<file path="src/rtl/ber_phase_scan_if.sv">
// ---------------------------------------------------------------------------
// ber_phase_scan_if : control/status bundle between switch/VIO side and the
//                     phase-scan controller.   Rev 1.0
// ---------------------------------------------------------------------------
`default_nettype none

interface ber_phase_scan_if #(
  parameter int NB_PHASE   = 2,
  parameter int NB_ERR_CNT = 16
);
  logic                  start;
  logic                  stop;
  logic                  valid;
  logic                  err;
  logic                  en_tx;
  logic                  en_rx;
  logic [NB_PHASE-1:0]   phase_sel;
  logic                  busy;
  logic                  done;
  logic [NB_PHASE-1:0]   best_phase;
  logic [NB_ERR_CNT-1:0] best_err;
  logic                  rescan;

  modport master (
    output start, stop, valid, err,
    input  en_tx, en_rx, phase_sel, busy, done, best_phase, best_err, rescan
  );

  modport slave (
    input  start, stop, valid, err,
    output en_tx, en_rx, phase_sel, busy, done, best_phase, best_err, rescan
  );
endinterface

`default_nettype wire

</file>
<file path="src/rtl/ber_phase_scan.sv">
// ---------------------------------------------------------------------------
// ber_phase_scan : scans all sampling phases, measures BER per phase and
//                  locks onto the phase with the fewest errors.
// Optional macro AUTO_RESCAN_EN: rescan when a locked window exceeds RESCAN_THR.
// Rev 1.0
// ---------------------------------------------------------------------------
`default_nettype none

module ber_phase_scan #(
  parameter int N_PHASES    = 4,
  parameter int NB_PHASE    = 2,
  parameter int NB_ERR_CNT  = 16,
  parameter int SETTLE_SYMS = 16,
  parameter int WINDOW_SYMS = 511
`ifdef AUTO_RESCAN_EN
  , parameter int RESCAN_THR = 8
`endif
) (
  input  wire logic        clk,
  input  wire logic        rst,
  ber_phase_scan_if.slave  bus
);

  localparam int NB_SET = $clog2(SETTLE_SYMS + 1);
  localparam int NB_WIN = $clog2(WINDOW_SYMS + 1);

  typedef enum logic [2:0] {
    S_IDLE    = 3'd0,
    S_SETTLE  = 3'd1,
    S_MEASURE = 3'd2,
    S_COMPARE = 3'd3,
    S_LOCKED  = 3'd4
  } state_t;

  state_t                r_state;
  logic [NB_PHASE-1:0]   r_phase;
  logic [NB_PHASE-1:0]   r_best_phase;
  logic [NB_ERR_CNT-1:0] r_err_cnt;
  logic [NB_ERR_CNT-1:0] r_best_err;
  logic [NB_SET-1:0]     r_set_cnt;
  logic [NB_WIN-1:0]     r_sym_cnt;
  logic                  r_en;
  logic                  r_busy;
  logic                  r_done;
  logic                  r_rescan;

  logic [NB_ERR_CNT-1:0] w_err_inc;
  logic                  w_win_end;
  logic                  w_better;
  logic                  w_auto_rescan;
  logic                  w_restart;

  always_comb begin
    w_err_inc = r_err_cnt;
    if (bus.err && (r_err_cnt != {NB_ERR_CNT{1'b1}}))
      w_err_inc = r_err_cnt + NB_ERR_CNT'(1);
    w_win_end     = bus.valid && (r_sym_cnt == NB_WIN'(WINDOW_SYMS - 1));
    w_better      = (r_err_cnt < r_best_err);
    w_auto_rescan = 1'b0;
`ifdef AUTO_RESCAN_EN
    w_auto_rescan = (r_state == S_LOCKED) && w_win_end &&
                    (w_err_inc > NB_ERR_CNT'(RESCAN_THR));
`endif
    // start is only honoured when no scan is running
    w_restart = (bus.start && ((r_state == S_IDLE) || (r_state == S_LOCKED))) ||
                w_auto_rescan;
  end

  always_ff @(posedge clk) begin
    if (rst) begin
      r_state      <= S_IDLE;
      r_phase      <= '0;
      r_best_phase <= '0;
      r_err_cnt    <= '0;
      r_best_err   <= {NB_ERR_CNT{1'b1}};
      r_set_cnt    <= '0;
      r_sym_cnt    <= '0;
      r_en         <= 1'b0;
      r_busy       <= 1'b0;
      r_done       <= 1'b0;
      r_rescan     <= 1'b0;
    end else begin
      r_rescan <= 1'b0;
      if (bus.stop) begin
        // best_* are deliberately kept so the last result stays observable
        r_state   <= S_IDLE;
        r_phase   <= '0;
        r_err_cnt <= '0;
        r_set_cnt <= '0;
        r_sym_cnt <= '0;
        r_en      <= 1'b0;
        r_busy    <= 1'b0;
        r_done    <= 1'b0;
      end else if (w_restart) begin
        r_state      <= S_SETTLE;
        r_phase      <= '0;
        r_best_phase <= '0;
        r_best_err   <= {NB_ERR_CNT{1'b1}};
        r_err_cnt    <= '0;
        r_set_cnt    <= '0;
        r_sym_cnt    <= '0;
        r_en         <= 1'b1;
        r_busy       <= 1'b1;
        r_done       <= 1'b0;
        r_rescan     <= w_auto_rescan;
      end else begin
        case (r_state)
          S_SETTLE: begin
            if (bus.valid) begin
              if (r_set_cnt == NB_SET'(SETTLE_SYMS - 1)) begin
                r_state   <= S_MEASURE;
                r_set_cnt <= '0;
                r_err_cnt <= '0;
                r_sym_cnt <= '0;
              end else begin
                r_set_cnt <= r_set_cnt + NB_SET'(1);
              end
            end
          end
          S_MEASURE: begin
            if (bus.valid) begin
              r_err_cnt <= w_err_inc;
              if (w_win_end) begin
                r_state   <= S_COMPARE;
                r_sym_cnt <= '0;
              end else begin
                r_sym_cnt <= r_sym_cnt + NB_WIN'(1);
              end
            end
          end
          S_COMPARE: begin
            if (w_better) begin
              r_best_phase <= r_phase;
              r_best_err   <= r_err_cnt;
            end
            if (r_phase == NB_PHASE'(N_PHASES - 1)) begin
              r_state   <= S_LOCKED;
              r_phase   <= w_better ? r_phase : r_best_phase;
              r_busy    <= 1'b0;
              r_done    <= 1'b1;
              r_err_cnt <= '0;
              r_sym_cnt <= '0;
            end else begin
              r_state   <= S_SETTLE;
              r_phase   <= r_phase + NB_PHASE'(1);
              r_set_cnt <= '0;
            end
          end
          S_LOCKED: begin
`ifdef AUTO_RESCAN_EN
            // window monitor; the over-threshold case is taken by w_restart
            if (bus.valid) begin
              if (w_win_end) begin
                r_err_cnt <= '0;
                r_sym_cnt <= '0;
              end else begin
                r_err_cnt <= w_err_inc;
                r_sym_cnt <= r_sym_cnt + NB_WIN'(1);
              end
            end
`endif
          end
          default: begin
            r_state <= S_IDLE;
          end
        endcase
      end
    end
  end

  assign bus.en_tx      = r_en;
  assign bus.en_rx      = r_en;
  assign bus.phase_sel  = r_phase;
  assign bus.busy       = r_busy;
  assign bus.done       = r_done;
  assign bus.best_phase = r_best_phase;
  assign bus.best_err   = r_best_err;
  assign bus.rescan     = r_rescan;

endmodule

`default_nettype wire
</file>
<file path="src/flat_wrapper.sv">
// flat-port wrapper written by rule: the top's interface ports become plain ports
module ber_phase_scan_flat 
#(
  parameter int N_PHASES    = 4,
  parameter int NB_PHASE    = 2,
  parameter int NB_ERR_CNT  = 16,
  parameter int SETTLE_SYMS = 16,
  parameter int WINDOW_SYMS = 511

)
  (clk, rst, bus_start, bus_stop, bus_valid, bus_err, bus_en_tx, bus_en_rx, bus_phase_sel, bus_busy, bus_done, bus_best_phase, bus_best_err, bus_rescan);
  ber_phase_scan_if #(.NB_PHASE(NB_PHASE), .NB_ERR_CNT(NB_ERR_CNT)) bus_i ();
  input  wire logic clk;
  input  wire logic rst;
  input wire logic [$bits(bus_i.start)-1:0] bus_start;
  input wire logic [$bits(bus_i.stop)-1:0] bus_stop;
  input wire logic [$bits(bus_i.valid)-1:0] bus_valid;
  input wire logic [$bits(bus_i.err)-1:0] bus_err;
  output wire logic [$bits(bus_i.en_tx)-1:0] bus_en_tx;
  output wire logic [$bits(bus_i.en_rx)-1:0] bus_en_rx;
  output wire logic [$bits(bus_i.phase_sel)-1:0] bus_phase_sel;
  output wire logic [$bits(bus_i.busy)-1:0] bus_busy;
  output wire logic [$bits(bus_i.done)-1:0] bus_done;
  output wire logic [$bits(bus_i.best_phase)-1:0] bus_best_phase;
  output wire logic [$bits(bus_i.best_err)-1:0] bus_best_err;
  output wire logic [$bits(bus_i.rescan)-1:0] bus_rescan;
  assign bus_i.start = bus_start;
  assign bus_i.stop = bus_stop;
  assign bus_i.valid = bus_valid;
  assign bus_i.err = bus_err;
  assign bus_en_tx = bus_i.en_tx;
  assign bus_en_rx = bus_i.en_rx;
  assign bus_phase_sel = bus_i.phase_sel;
  assign bus_busy = bus_i.busy;
  assign bus_done = bus_i.done;
  assign bus_best_phase = bus_i.best_phase;
  assign bus_best_err = bus_i.best_err;
  assign bus_rescan = bus_i.rescan;
  ber_phase_scan #(.N_PHASES(N_PHASES), .NB_PHASE(NB_PHASE), .NB_ERR_CNT(NB_ERR_CNT), .SETTLE_SYMS(SETTLE_SYMS), .WINDOW_SYMS(WINDOW_SYMS)) u_core (.clk(clk), .rst(rst), .bus(bus_i));
endmodule
</file>
<file path="config.mk">
export PLATFORM = sky130hd
export DESIGN_NAME = ber_phase_scan_flat
export DESIGN_NICKNAME = d
export VERILOG_FILES = /design/src/rtl/ber_phase_scan_if.sv /design/src/rtl/ber_phase_scan.sv /design/src/flat_wrapper.sv
export SDC_FILE = /design/constraint.sdc
export NUM_CORES = 1
export LEC_CHECK = 0
export ABC_AREA = 1
export BUFFER_PORTS_ARGS = -buffer_cell sky130_fd_sc_hd__buf_2
export CAP_MARGIN = 10
export CORE_MARGIN = 3
export CORE_UTILIZATION = 54
export CTS_BUF_LIST = sky130_fd_sc_hd__clkbuf_16
export CTS_CLUSTER_SIZE = 16
export DETAILED_ROUTE_END_ITERATION = 7
export GPL_TIMING_DRIVEN = 1
export PLACE_DENSITY_LB_ADDON = 0.15
export SYNTH_ARGS = -nofsm -noshare
export SYNTH_HDL_FRONTEND = slang
export SYNTH_SLANG_ARGS = --single-unit
</file>
<file path="constraint.sdc">
create_clock -name clk -period 2.1 [get_ports clk]
set_clock_uncertainty 0.2 [all_clocks]
set_input_delay 0.105 -clock clk [delete_from_list [all_inputs] [get_ports clk]]
set_output_delay 0.105 -clock clk [all_outputs]
set_load 0.01 [all_outputs]
</file>
-- Yosys cells after proc, flatten, opt, wreduce, memory -nomap -nowiden
Cells that the tools add are included.
- reductions and logical operators: 21
- bitwise operators: 2
- $add $sub $neg: 4
- equality and inequality tests: 20
- magnitude comparators: 1
- muxes and demuxes: 33
- operators with widths (operator ; count):
    16-bit two-way mux ; 8
    16-bit case mux with 3 select lines ; 1
    9-bit two-way mux ; 5
    9-bit case mux with 3 select lines ; 1
    16-bit by 1-bit adder with 16-bit output, second input constant ; 1
    16-bit less-than comparator ; 1
    16-bit != test, second input constant ; 1
    3-bit two-way mux ; 5
    5-bit two-way mux ; 3
    5-bit AND reduction ; 3
    3-bit case mux with 4 select lines ; 1
    2-bit by 1-bit != test with 1-bit output, second input constant ; 5
    5-bit case mux with 2 select lines ; 1
    9-bit by 1-bit adder with 9-bit output, second input constant ; 1
    9-bit == test, second input constant ; 1
    2-bit two-way mux ; 4
    2-bit nonzero test ; 4
    3-bit by 2-bit == test with 1-bit output, second input constant ; 2
    2-bit != test, second input constant ; 3
    3-bit by 1-bit != test with 1-bit output, second input constant ; 2
    3-bit by 2-bit != test with 1-bit output, second input constant ; 2
    2-bit AND reduction ; 3
    3-bit AND reduction ; 2
    6-bit AND reduction ; 1
    14 further kinds ; 20
- output and inout port bits: 25
- register bits: 56

-- Depth between registers and ports, before layout
Gate-level depths: netlist of the first run.
- depth after elaboration: 6
- mapped depth: 15
- depth with buffers taken out: 14

-- Least setup slack after synthesis of the first run
OpenSTA, ideal clock, no wires.
- path kind: flip-flop to flip-flop
- start point: register u_core.r_best_err[9], in the netlist u_core.bus.best_err[9]
- end point: register u_core.r_best_err[10], in the netlist u_core.bus.best_err[10]
- setup slack: -0.003 ns
- buffers on the path: 1
- setup time: 0.134 ns
- cell stages (with the launch flop): 14
- required time: 1.766 ns
- arrival: 1.769 ns
- clock period less this slack: 2.103 ns
- path through: dfxtp_1 inv_1 ha_1 nand2_1 inv_1 o21ai_0 a21oi_1 nor2_1 nand2_1 nand2_2 nand2_2 buf_2 nand2_1 nand3_1
- cells in the longest elaborated chain, start to end: 3
- ends and longest elaborated chain (item ; line ; source):
    start: declaration ; ber_phase_scan.sv:39 ; logic [NB_ERR_CNT-1:0] r_best_err;
    start signal: assignment ; ber_phase_scan.sv:75 ; r_best_err <= {NB_ERR_CNT{1'b1}};
    start signal: assignment ; ber_phase_scan.sv:98 ; r_best_err <= {NB_ERR_CNT{1'b1}};
    start signal: assignment ; ber_phase_scan.sv:134 ; r_best_err <= r_err_cnt;
    16-bit less-than comparator ; ber_phase_scan.sv:58 ; w_better = (r_err_cnt < r_best_err);
    2-bit nonzero test (no source line) ; - ;
    3-bit AND reduction (no source line) ; - ;
No other way between the ends.
A chain may end at the register's enable or synchronous reset.

-- Worst setup path in the final report of the first run
- start point: register u_core.r_err_cnt[1]
- end point: register u_core.r_err_cnt[13]
- cells in the longest elaborated chain, start to end: 4
- ends and longest elaborated chain (item ; line ; source):
    start: declaration ; ber_phase_scan.sv:38 ; logic [NB_ERR_CNT-1:0] r_err_cnt;
    start signal: assignment ; ber_phase_scan.sv:122 ; r_err_cnt <= w_err_inc;
    16-bit by 1-bit adder with 16-bit output / 16-bit != test (equally long branches) ; ber_phase_scan.sv:56, ber_phase_scan.sv:55 ;
    16-bit two-way mux / 1-bit logical AND (equally long branches) ; ber_phase_scan.sv:55 ; if (bus.err && (r_err_cnt != {NB_ERR_CNT{1'b1}}))
    16-bit two-way mux / 2-bit by 1-bit != test with 1-bit output (equally long branches) ; - ;
    16-bit case mux with 3 select lines / 6-bit AND reduction (equally long branches) ; - ;
Parallel ways exist; a longest one is shown, timed or not. The select of a mux whose other input is x is not followed.

==> qor.txt, run 1 <==
die height: 84.0 um
TritonCTS clock tree: built
Max-cap violations: 0
XOR/XNOR Fraction of Synth Area: 0.800%
total gr overflow: 0
Critical Path Sink Type: register
Clock Sink Count: 56
top-area cell type share of the netlist area: 34.1%
Final Cycle Share: 96.3%
DIE AREA: 7060 um^2
Sw Ratio: 26.2%
reg-to-reg critical path startpoint: u_core.r_err_cnt[1]
Nets: 550
final worst path period need: 2.02 ns
H-tree levels: 2
Post-Syn Area: 3290 um^2
Yosys reg bits: 56
CP startpoint kind: register
Vias: 3217
largest net degree at the start of global routing: 20
Critical Path RT: 2.14 ns
initial antenna violation count: 0
WL per Instance: 13.6 um
Net Count, Synth: 494
critical path type: reg -> reg
HPWL Detailed: 5730 um
Worst Path Max Fanout: 9
R2R Path End: u_core.r_err_cnt[13]
DR iter-0 viols: 236
compound-cell area share of the yosys netlist: 13.0%
Synth Area in Adders: 7.62%
part of the Yosys area used for sequential elements: 34.1%
vias in the first global route: 2836
top post-synthesis cells by area: dfxtp_1 (34%), nand2_1 (12%), nand3_1 (7.8%)
PwrDens: 605 nW/um^2
overall die width: 84.0 um
Post-Route Utilization: 70.0%
Hold Path Class: in -> reg
EDFF count, synth: 0
P_sw: 0.634 mW
first-pass GRT wire length: 12700 um
top-count cell post-synth: nand2_1
Post-DRT Antenna Nets: 0
DR vias/cell: 5.39
diodes inserted: 0
Clock Power Share: 40.3%
Comb pwr share: 13.5%
core area: 5710 um^2
placed cell area: 3580 um^2
Area Overhead vs Synth: 21.6%
clock insertion delay at the later pin of the skew report: 0.30 ns
cell count after synthesis: 468
DRT Pass-1 Iters: 5
root buf cell: clkbuf_16
syn avg cell area: 7.02 um^2
CP startpoint: u_core.r_err_cnt[1]
run status: complete, no violations
Yosys Warn Count: 0
PnR worst setup slack: 0.0772 ns
final hold vios: 0
Synth Flop Type: dfxtp_1
pre-CTS setup slack: -0.0641 ns
initial core utilization: 57.5%
Peak VDD IR: 0.000445 V
sequential power share: 46.2%
Fmax achieved: 494 MHz
Cell variety after synth: 40
post-synthesis simple-gate area fraction: 33.9%
area leader, netlist: dfxtp_1
num ports: 31
CTS Buf Count: 5
# DRC: 0
gpl congestion: 0.908
row count: 27
GRT Overall Usage: 21.7%
Commonest cells post-synth: nand2_1 (107), inv_1 (62), dfxtp_1 (56)
r2r setup slk: 0.08 ns
Max Root-Sink Buffers: 2
share of cells above drive strength 1: 24.2%
crit path DAT: 2.06 ns
Worst Setup EP: u_core.r_err_cnt[13]
largest family of logic cells by synthesized area: simple AND/OR/NAND/NOR gates
final instance area: 3990 um^2
multiplexer area fraction after synthesis: 0%
Reg clk slew, reported paths: 0.07 ns
Filler Cell Count: 484
ys async rst share: 0%
Register-to-Register Path Depth: 12
final wirelength: 8100 um
Slew Viols, Final: 0
IO buf count: 29
cell internal pwr: 1.78 mW
Setup Viol. Count Final: 0
Lkg Pwr: 1.83 nW
==> layout by cell type, fill, tap and decap left out, types with 2 or more instances in the layout <==
master,synthesis,routed
nor2_1,35,33
nor3_2,3,5
a21oi_2,8,11
buf_4,2,22
buf_12,0,2
ha_1,20,17
nor2_4,3,3
nand2_1,107,105
inv_2,7,7
nand2_4,2,5
inv_6,1,2
buf_2,4,29
o21ai_0,16,13
ha_2,0,2
dfxtp_1,56,47
o21ai_1,3,5
dlygate4sd3_1,0,4
nor2_2,2,4
nand4_1,9,9
a21oi_4,2,2
nand2_2,6,4
nand3_1,51,51
nand3_2,3,3
dfxtp_2,0,9
clkbuf_16,0,5
o21ai_2,4,5
nor3_1,12,10
inv_1,62,62
a21oi_1,30,28
nand2_8,1,3
xor2_1,3,3
==> final cells by class <==
cell class              instances  area [um^2]  area share (%)
inverters                      71          272            6.80
flip-flops and latches         56         1130            28.4
well taps                      72         90.1            2.26
clock buffers                   5          125            3.13
clock inverters                 3         46.3            1.16
repair buffers                 58          402            10.1
multi-input cells             332         1930            48.2
==> kinds of logic after synthesis <==
group | Yosys count
buffers and inverters | 82
AOI/OAI and AO/OA | 69
DFF | 56
other | 1
adders and majority gates | 20
xor gates and xnor gates | 3
and+or+nand+nor | 237
==> registers in the layout, summed over array words and instances, names as in the netlist <==
name,cells
u_core.bus.best_err,16
u_core.r_err_cnt,16
u_core.r_sym_cnt,9
u_core.r_set_cnt,5
u_core.r_state,3
u_core.bus.best_phase,2
u_core.bus.phase_sel,2
u_core.bus.busy,1
u_core.bus.done,1
u_core.bus.en_rx,1
==> critical path: stages, from the launching register on <==
cell and delay, ns:
dfxtp_2 0.36, ha_2 0.18, nand2_1 0.07, nor2_1 0.09
nand2_1 0.09, nor2_2 0.13, nand3_2 0.11, nand2_4 0.13
nand2_4 0.09, nand2_8 0.13, buf_12 0.14, nand2_1 0.08
a21oi_2 0.14
==> stage by stage <==
stage          cells  power [mW]  hold slack, ns  TNS [ns]
6_report         597        2.42          0.0837         0
5_1_grt          597        2.51           0.100   -0.0710
4_1_cts          587        2.39          0.0779         0
3_5_place_dp     575        1.41           0.122    -0.620
3_3_place_gp     575        1.41           0.111         0
2_1_floorplan    468        1.34         -0.0259         0
==> how the worst min path moves through the flow <==
stage,to,depth (start not counted),from,slack [ns]
after floorplan,u_core.bus.best_phase[0],1,rst,-0.03
after global placement,u_core.bus.best_phase[0],2,rst,0.11
after detailed placement,u_core.bus.best_phase[0],2,rst,0.12
after CTS,u_core.r_err_cnt[11],5,bus_err,0.08
after global routing,u_core.r_err_cnt[5],5,bus_err,0.1
final,u_core.r_err_cnt[9],5,bus_err,0.08
==> power groups by stage <==
stage | combinational, mW | clock [mW] | sequential, mW
after floorplan | 0.192 | 0 | 1.15
after global placement | 0.269 | 0 | 1.14
after detailed placement | 0.274 | 0 | 1.14
after CTS | 0.282 | 0.995 | 1.11
after global routing | 0.360 | 1.03 | 1.12
final | 0.326 | 0.975 | 1.12
==> routing by layer <==
layer	vias to the layer above	global-route usage (%)	wire (um)
li1	1633	-	-
met4	0	4.82	92
met5	-	0	0
met2	81	38.5	3970
met3	7	4.05	370
met1	1496	27.2	3670
==> what timing repair did <==
action / CTS / global route
hold buffers: 4 / 0
gates resized for setup: 1 / 32
endpoints found under the setup margin: 16 / 40
hold endpoints to repair: 8 / 0
buffers inserted: 0 / 8
pin swaps: 0 / 7
gates cloned: 0 / 2
(Power assumes the default switching activity.)
==> inputs of run 2 (changes only) <==
==> constraint.sdc (replaced) <==
create_clock -name clk -period 1.6 [get_ports clk]
set_clock_uncertainty 0.2 [all_clocks]
set_input_delay 0.16 -clock clk [delete_from_list [all_inputs] [get_ports clk]]
set_output_delay 0.16 -clock clk [all_outputs]
set_load 0.01 [all_outputs]
==> run 2 against run 1 <==
  * The run now fails in global routing
  * Area after synthesis unchanged
  * Synthesized cell count unchanged
==> qor.txt, run 2 <==
run status: aborted with a tool error
Last stage: global routing
First Error: [ERROR GRT-0232] Routing congestion too high. Check the congestion heatmap in the GUI.
gpl congestion: 0.873
GRT Overall Usage: 89.8%
Net Count, Synth: 494
die height: 84.0 um
top-area cell type share of the netlist area: 34.1%
root buf cell: clkbuf_16
syn avg cell area: 7.02 um^2
largest net degree at the start of global routing: 20
XOR/XNOR Fraction of Synth Area: 0.800%
ys async rst share: 0%
worst endpoint pin kind: register data pin
IO buf count: 29
row count: 27
compound-cell area share of the yosys netlist: 13.0%
largest family of logic cells by synthesized area: simple AND/OR/NAND/NOR gates
cell count after synthesis: 468
Post-Syn Area: 3290 um^2
Commonest cells post-synth: nand2_1 (107), inv_1 (62), dfxtp_1 (56)
num ports: 31
Synth Area in Adders: 7.62%
area leader, netlist: dfxtp_1
Clock Sink Count: 56
post-synthesis simple-gate area fraction: 33.9%
H-tree levels: 2
placed cell area: 4260 um^2
Yosys Warn Count: 0
CTS Buf Count: 5
Max Root-Sink Buffers: 2
overall die width: 84.0 um
EDFF count, synth: 0
initial core utilization: 57.5%
Synth Flop Type: dfxtp_1
HPWL Detailed: 6380 um
part of the Yosys area used for sequential elements: 34.1%
multiplexer area fraction after synthesis: 0%
Cell variety after synth: 40
Crit. endpoint post-GRT repair: u_core.bus.best_err[10]$_SDFFE_PP1P_/D
top-count cell post-synth: nand2_1
top post-synthesis cells by area: dfxtp_1 (34%), nand2_1 (12%), nand3_1 (7.8%)
total gr overflow: 381
Yosys reg bits: 56
==> run 2: cell counts after synthesis <==
Identical to the previous run, type by type.
==> run 2: cell families after synthesis <==
group                    count (synthesis)
AO/OA/AOI/OAI                           69
XOR/XNOR                                 3
adder cells (fa/ha/maj)                 20
buffers and inverters                   82
flip-flops                              56
other                                    1
AND/OR/NAND/NOR                        237
==> run 2: stage by stage <==
| stage | std cells | util [%] | hold slack [ns] | setup WS, ns | setup TNS (ns) |
|---|---|---|---|---|---|
| after floorplan | 468 | - | 0.0291 | -0.358 | -8.21 |
| after global placement | 646 | 74.7 | 0.168 | -0.375 | -13.24 |
| after CTS | 677 | 88.0 | -0.144 | -0.328 | -11.39 |
| after detailed placement | 646 | 74.7 | 0.173 | -0.419 | -15.24 |
==> run 2: timing repair <==
| item | 4_1_cts |
|---|---|
| endpoints found under the hold margin | 3 |
| hold buffers | 1 |
| cloned | 6 |
| gates resized for setup | 100 |
| pin swaps | 43 |
| setup buffers | 17 |
| setup endpoints to repair | 52 |
==> run 2: routing by layer <==
layer  overflow  global-route usage (%)
met1          3                    85.3
met2        272                     112
met3          3                    69.2
met4        103                     100
met5          0                    13.6
==> inputs of run 3 (changes only) <==
Settings changed: CORE_UTILIZATION 54 to 40, CTS_BUF_LIST sky130_fd_sc_hd__clkbuf_16 to default, CTS_CLUSTER_SIZE 16 to default.
Clock period 1.6 ns to 2.1 ns, I/O delays scaled along.
==> run 3 against run 2 <==
  * The run now ends clean
==> qor.txt, run 3 (synthesis gave the netlist of run 1 again) <==
largest net degree at the start of global routing: 19
placed instance count: 612
Slew Viols, Final: 0
GRT Overall Usage: 16.5%
critical path type: reg -> reg
Setup Viol. Count Final: 0
final instance area: 4030 um^2
vias in the first global route: 2868
reg-to-reg critical path startpoint: u_core.bus.best_err[13]
clock insertion delay at the later pin of the skew report: 0.32 ns
total gr overflow: 0
Peak VDD IR: 0.000257 V
Hold Path Class: in -> reg
placed cell area: 3680 um^2
run status: complete, no violations
CTS Buf Count: 5
Filler Cell Count: 821
Hold Path Cell Cnt: 4
sequential power share: 53.7%
die height: 96.6 um
CP startpoint kind: register
Comb pwr share: 15.7%
gpl congestion: 0.847
final setup TNS: 0 ns
TritonCTS clock tree: built
# DRC: 0
Critical Path Sink Type: register
DR vias/cell: 4.98
root buf cell: clkbuf_8
Lkg Pwr: 1.81 nW
Post-DRT Antenna Nets: 0
num ports: 31
Max Root-Sink Buffers: 2
most common cell after layout, fill and taps aside: nand2_1
crit path DAT: 2.02 ns
core area: 7850 um^2
first-pass GRT wire length: 13100 um
PwrDens: 516 nW/um^2
DRT Pass-1 Iters: 5
H-tree levels: 2
Vias: 3123
RSZ-0062 raised after global routing: true
share of cells above drive strength 1: 25.7%
DIE AREA: 9340 um^2
Hold EP: u_core.bus.en_rx
final wirelength: 8050 um
worst hold start: bus_stop
r2r setup slk: 0.06 ns
HPWL Detailed: 5870 um
Fmax achieved: 490 MHz
WL per Instance: 12.8 um
initial core utilization: 41.9%
Relative slew margins: 65.2%
Reg clk slew, reported paths: 0.10 ns
Clock Power Share: 30.6%
Area Overhead vs Synth: 22.6%
DR iter-0 viols: 113
Sw Ratio: 28.8%
register area: 1140 um^2
row count: 32
initial antenna violation count: 0
P_sw: 0.599 mW
Register-to-Register Path Depth: 10
Non-Filler Instances: 627
IO buf count: 29
Final Cycle Share: 97.1%
overall die width: 96.6 um
Clock Sink Count: 56
diodes inserted: 0
Multi-input gate area: 1970 um^2
Least-Margin Pin Slew: 0.521 ns
cell internal pwr: 1.48 mW
Worst Path Max Fanout: 5
final hold vios: 0
Nets: 550
final worst path period need: 2.04 ns
R2R Path End: u_core.bus.best_err[9]
Max-cap violations: 0
commonest non-fill, non-tap cells in the layout: nand2_1 (104), inv_1 (62), nand3_1 (51)
Critical Path RT: 2.08 ns
## run 3: metal layers
metal | GRT usage, % | vias to the layer above | part of all wire, %
li1 | - | 1641 | -
met1 | 22.9 | 1416 | 49
met2 | 26.5 | 59 | 46
met3 | 2.52 | 7 | 4.0
met4 | 4.64 | 0 | 1.5
met5 | 0 | - | 0
## run 3: layout make-up
class	count	area share [%]
Multi-Input combinational cell	332	48.9
Sequential cell	56	28.3
Timing Repair Buffer	58	10.5
Inverter	71	6.80
Tap cell	102	3.17
Clock buffer	6	2.05
Clock inverter	2	0.248
## run 3: what timing repair did
action,4_1_cts,5_1_grt
setup buffers,0,2
pin swaps,0,12
endpoints found under the hold margin,3,0
cloned,0,3
gates resized for setup,1,44
hold buffers,2,0
setup endpoints to repair,16,40
## run 3: worst max-delay path by stage
stage | startpoint | to | slack, ns
global placement | u_core.bus.best_err[9] | u_core.bus.best_err[9] | -0.007
detailed placement | u_core.bus.best_err[15] | u_core.bus.best_err[0] | -0.09
global route | u_core.bus.best_err[12] | u_core.bus.best_err[14] | -0.05
finish | u_core.bus.best_err[13] | u_core.bus.best_err[9] | 0.06
CTS | u_core.bus.best_err[15] | u_core.bus.best_err[0] | 0.01
floorplan | u_core.bus.best_err[5] | u_core.bus.best_err[9] | 0.0004
## run 3: power by group through the flow
stage | clock (mW) | sequential, mW | combinational [mW]
detailed placement | 0 | 1.14 | 0.293
global route | 0.708 | 1.12 | 0.367
floorplan | 0 | 1.15 | 0.192
global placement | 0 | 1.14 | 0.290
CTS | 0.660 | 1.11 | 0.298
finish | 0.636 | 1.12 | 0.327
## run 3: through the flow
stage               hold slack [ns]  utilization (%)  power [mW]  worst slack (ns)
finish                       0.0743             51.3        2.08            0.0606
global route                 0.0741             51.3        2.20           -0.0468
CTS                          0.0289             48.4        2.07            0.0118
detailed placement            0.228             46.9        1.43           -0.0922
global placement              0.216             46.9        1.43          -0.00685
floorplan                    0.0791                -        1.34          0.000362
## run 3: worst max-delay path, cell delays in order (launching register included)
cell and delay [ns]:
dfxtp_2 0.35, inv_1 0.05, ha_1 0.28, nand4_1 0.20, a21oi_2 0.24, nor2_4 0.07, nand2_4 0.11, nand2_8 0.10
clkbuf_16 0.18, nand3_1 0.06, nand3_1 0.08
